[src/rtl/input_conditioner.sv]
// rtl/input_conditioner.sv - two-flop synchronizer, debounce FSM, rise/fall pulses and glitch counter
// Feeds the D input of the single-bit tri-state flop from an asynchronous raw input.
module input_conditioner #(
  parameter int STABLE_CYCLES = 4,
  parameter int GLITCH_W      = 8
) (
  input  logic                clk,
  input  logic                rst,
  input  logic                d_raw,
  input  logic                clr_glitch,
  output logic                d_clean,
  output logic                rise,
  output logic                fall,
  output logic [GLITCH_W-1:0] glitch_cnt
);

  localparam int CW = $clog2(STABLE_CYCLES) + 1;
  localparam logic [CW-1:0] LAST = CW'(STABLE_CYCLES - 1);

  typedef enum logic [1:0] {LOW, CHK_HI, HIGH, CHK_LO} state_t;

  state_t        state;
  logic [CW-1:0] count;
  logic          s1, s2;
  logic          glitch;

  // A glitch is any sample that disagrees with the level being qualified.
  always_comb begin
    glitch = 1'b0;
    if (state == CHK_HI && !s2) glitch = 1'b1;
    if (state == CHK_LO &&  s2) glitch = 1'b1;
  end

  always_ff @(posedge clk or posedge rst) begin
    if (rst) begin
      s1         <= 1'b0;
      s2         <= 1'b0;
      state      <= LOW;
      count      <= '0;
      d_clean    <= 1'b0;
      rise       <= 1'b0;
      fall       <= 1'b0;
      glitch_cnt <= '0;
    end else begin
      s1   <= d_raw;
      s2   <= s1;
      rise <= 1'b0;
      fall <= 1'b0;
      case (state)
        LOW: begin
          if (s2) begin
            state <= CHK_HI;
            count <= CW'(1);
          end
        end
        CHK_HI: begin
          if (s2) begin
            if (count == LAST) begin
              state   <= HIGH;
              count   <= '0;
              d_clean <= 1'b1;
              rise    <= 1'b1;
            end else begin
              count <= count + CW'(1);
            end
          end else begin
            state <= LOW;
            count <= '0;
          end
        end
        HIGH: begin
          if (!s2) begin
            state <= CHK_LO;
            count <= CW'(1);
          end
        end
        CHK_LO: begin
          if (!s2) begin
            if (count == LAST) begin
              state   <= LOW;
              count   <= '0;
              d_clean <= 1'b0;
              fall    <= 1'b1;
            end else begin
              count <= count + CW'(1);
            end
          end else begin
            state <= HIGH;
            count <= '0;
          end
        end
        default: begin
          state <= LOW;
          count <= '0;
        end
      endcase
      // Clear takes priority over a coincident glitch.
      if (clr_glitch)
        glitch_cnt <= '0;
      else if (glitch && glitch_cnt != {GLITCH_W{1'b1}})
        glitch_cnt <= glitch_cnt + GLITCH_W'(1);
    end
  end

endmodule

[config.mk]
export PLATFORM = sky130hd
export DESIGN_NAME = input_conditioner
export DESIGN_NICKNAME = d
export VERILOG_FILES = /design/src/rtl/input_conditioner.sv
export SDC_FILE = /design/constraint.sdc
export NUM_CORES = 1
export LEC_CHECK = 0
export BUFFER_PORTS_ARGS = -buffer_cell sky130_fd_sc_hd__buf_4
export CORE_MARGIN = 5
export CORE_UTILIZATION = 45
export CTS_CLUSTER_SIZE = 30
export DETAILED_ROUTE_END_ITERATION = 8
export GPL_TIMING_DRIVEN = 0
export PLACE_DENSITY = 0.72
export RECOVER_POWER = 50
export SYNTH_ARGS = -nofsm -noshare
export SYNTH_HDL_FRONTEND = slang
export SYNTH_SLANG_ARGS = --single-unit
[constraint.sdc]
create_clock -name clk -period 5.1 [get_ports clk]
set_input_delay 0.255 -clock clk [delete_from_list [all_inputs] [get_ports clk]]
set_output_delay 0.255 -clock clk [all_outputs]
set_load 0.03 [all_outputs]
==> metrics.log <==
[metrics] number of nets produced by synthesis: 88
[metrics] reg-to-reg endpoint: glitch_cnt[0]
[metrics] count of TritonRoute iterations in the first routing pass: 6
[metrics] setup repair after global routing missed its margin: no
[metrics] maximum number of pins on one net before global-route repair: 19
[metrics] Mapped Avg Cell Area: 11.00 sq um
[metrics] final hold viol count: 0
[metrics] Synth Cell Area: 902.1 sq um
[metrics] die boundary width: 54.78 um
[metrics] number of buffers on the longest clock path: 2
[metrics] power per cell area: 392.3 mW/mm^2
[metrics] worst-path maximum fanout: 7
[metrics] crit path launch type: register
[metrics] average via count per standard cell: 5.492
[metrics] share of synthesized registers carrying an async set or reset: 1.000
[metrics] Static Leakage: 0.4656 nW
[metrics] register area share after synthesis: 0.4993
[metrics] depth of the worst register-to-register path: 5
[metrics] clock root buffer: sky130_fd_sc_hd__clkbuf_4
[metrics] setup slack of the most critical reg-to-reg path: 3.30 ns
[metrics] final core occ: 0.5464
[metrics] drt first-iter violations: 12
[metrics] number of cells produced by synthesis: 82
[metrics] Clk pin slew, worst setup/hold paths: 0.11 ns
[metrics] count of unique library cells instantiated by Yosys: 36
[metrics] starting density of the core: 0.4646
[metrics] Period minus WS final: 1.804 ns
[metrics] Crit path arrival time: 2.01 ns
[metrics] number of buffers inserted by hold repair at cts: 0
[metrics] dominant combinational cell family by area after synthesis: compound AO/OA/AOI/OAI gates
[metrics] DRC Markers: 0
[metrics] commonest non-fill, non-tap cell in the layout: sky130_fd_sc_hd__dfrtp_1
[metrics] Critical path buffers and inverters: 1
[metrics] post-synthesis mux area share: 0.02774
[metrics] fmax: 0.5545 GHz
[metrics] Adder-Cell Fraction of Synth Area: 0.02774
[metrics] slowest stage delay, CP: 0.45 ns
[metrics] highest-count cells in the layout ignoring fill and taps: sky130_fd_sc_hd__dfrtp_1, sky130_fd_sc_hd__nor2_1, sky130_fd_sc_hd__buf_4
[metrics] flops & latches, synth: 18
[metrics] most common flop cell mapped by yosys: sky130_fd_sc_hd__dfrtp_1
[metrics] global-route usage over all layers: 0.1373
[metrics] IR Drop Worst-Case VDD: 0.2609 mV
[metrics] antenna violations before repair: 0
[metrics] status: finished, final reports clean
[metrics] die height: 54.78 um
[metrics] Worst path slowest cell: sky130_fd_sc_hd__dfrtp_1
[metrics] TritonCTS clock tree: built
[metrics] Detailed Place HPWL: 1.178 mm
[metrics] standard-cell row count: 16
[metrics] GPL Wtd Cong: 0.7702
[metrics] Post-synth EDFFs: 0
[metrics] wire length of the first global-routing pass: 2.870 mm
[metrics] crit end category: register
[metrics] area of the multi-input gates: 419.2 sq um
[metrics] Core Region: 0.001942 sq mm
[metrics] Diodes inserted: 0
[metrics] number of primary I/O pins: 15
[metrics] H-tree level count: 1
[metrics] area occupied by registers: 450.4 sq um
[metrics] final setup violating endpoints: 0
[metrics] post-synthesis simple-gate area fraction: 0.1734
[metrics] average wire length per cell after detail routing: 13.16 um
[metrics] count of buffers from port buffering: 13
[metrics] TritonCTS buffer count: 3
[metrics] overflow left after global routing: 0
[metrics] max-capacitance violation count: 0
[metrics] area added between synthesis and finish: 17.61%
[metrics] measured slew at the worst slew-check pin: 0.6631 ns
[metrics] CP delay by family, top: flip-flops
[metrics] worst flop-to-flop path startpoint: glitch_cnt[0]
[metrics] number of global-route vias before repair: 644
[metrics] setup TNS after final layout: 0 ns
[metrics] Filler cells: 186
[metrics] number of clock sinks: 18
[metrics] max-slew violation total from the final report: 0
[metrics] number of nets at the end of the flow: 106
[metrics] total cell area at the placement stage: 0.001033 sq mm
[metrics] total chip power: 0.4162 mW
[metrics] post-synthesis compound-gate area fraction: 0.2080
[metrics] Slew Limit Headroom: 0.5575
[metrics] full die area: 0.003000 sq mm
[metrics] Total Wirelength: 1.658 mm
[metrics] Post-Synth XOR/XNOR Area: 0.02774
[metrics] WP data required: 5.30 ns
[metrics] total number of yosys warnings: 0
[metrics] portion of the clock cycle consumed by the worst path in the final layout: 0.3536
[metrics] critical path start-end classification: reg -> reg
[metrics] Non-Filler Cell Area, Final: 0.001061 sq mm
[metrics] Clock Latency Late Sink: 0.30 ns
[metrics] total vias in the final route: 692
[metrics] Worst Skew: 0.007203 ns
[metrics] post-CTS setup buffers: 0
[metrics] fraction of layout instances using a drive strength above 1: 0.2323
[metrics] Resized Gates After CTS: 0
[metrics] antenna viol nets, final: 0
[metrics] Hold Crit Class: in -> async
[metrics] sequence of cells on the critical path: ha_1 > and3_1 > buf_2 > a211oi_4 > mux2_4
-- worst reg2reg max path, delay by kind of cell (launching register included) --
| kind | cells | cell delay, ns |
|---|---|---|
| flip-flops | 1 | 0.45 |
| multiplexers | 1 | 0.33 |
| AO/OA/AOI/OAI | 1 | 0.32 |
| adder cells (fa/ha/maj) | 1 | 0.26 |
| AND/OR/NAND/NOR | 1 | 0.19 |
| buffers and inverters | 1 | 0.16 |
-- per-stage QoR --
| stage | instances | setup slack, ns | hold slack, ns |
|---|---|---|---|
| floorplan | 82 | 3.276 | 0.1936 |
| global placement | 122 | 3.330 | 0.3310 |
| detailed placement | 122 | 3.312 | 0.3347 |
| CTS | 126 | 3.287 | 0.05296 |
| global route | 126 | 3.227 | 0.06745 |
| finish | 126 | 3.296 | 0.03600 |
-- cells in the mapped netlist (all sizes together) (3+ instances only) --
| library cell | n | area, sq um |
|---|---|---|
| a31oi | 3 | 18.77 |
| dfrtp | 18 | 450.4 |
| nand2 | 4 | 15.01 |
| buf | 3 | 13.76 |
| nor2 | 9 | 33.78 |
| inv | 5 | 18.77 |
| a211oi | 5 | 65.07 |
-- logic make-up after synthesis --
| family | count (synthesis) |
|---|---|
| AOI/OAI and AO/OA | 21 |
| xor gates and xnor gates | 2 |
| adders and majority gates | 2 |
| buffers and inverters | 8 |
| DFF | 18 |
| muxes | 2 |
| and+or+nand+nor | 29 |
-- power breakdown --
part	internal, mW	leakage, nW	switching (mW)
Sequential	0.164	0.234	0.0237
Combinational	0.0520	0.211	0.0849
Clock	0.0436	0.0210	0.0476
-- state kept, by name (all words and copies together), names as in the netlist, named ones only --
name        count
rise            1
d_clean         1
s2              1
state           1
s1              1
count           3
fall            1
glitch_cnt      8
-- how the worst max path moves through the flow --
stage,from,end,slack (ns),depth (start not counted)
2_1_floorplan,glitch_cnt[0],glitch_cnt[0],3.28,5
3_5_place_dp,glitch_cnt[0],glitch_cnt[0],3.31,5
3_3_place_gp,glitch_cnt[0],glitch_cnt[0],3.33,5
5_1_grt,glitch_cnt[0],glitch_cnt[0],3.23,5
4_1_cts,glitch_cnt[0],glitch_cnt[0],3.29,5
6_report,glitch_cnt[0],glitch_cnt[0],3.30,5
-- metal layers --
metal | GRT usage | share of wire | vias up
met5 | 0 | 0 | -
met4 | 0.07469 | 0.022 | 0
met3 | 0.03270 | 0.048 | 5
met2 | 0.2028 | 0.45 | 16
met1 | 0.1832 | 0.48 | 331
li1 | - | - | 340
-- layout make-up --
| class | instances | share of cell area |
|---|---|---|
| Sequential cell | 18 | 0.4245 |
| Multi-Input combinational cell | 56 | 0.3950 |
| Timing Repair Buffer | 13 | 0.08491 |
| Clock buffer | 4 | 0.03420 |
| Tap cell | 27 | 0.03184 |
| Inverter | 5 | 0.01769 |
| Buffer | 3 | 0.01179 |
(Power assumes the default switching activity.)
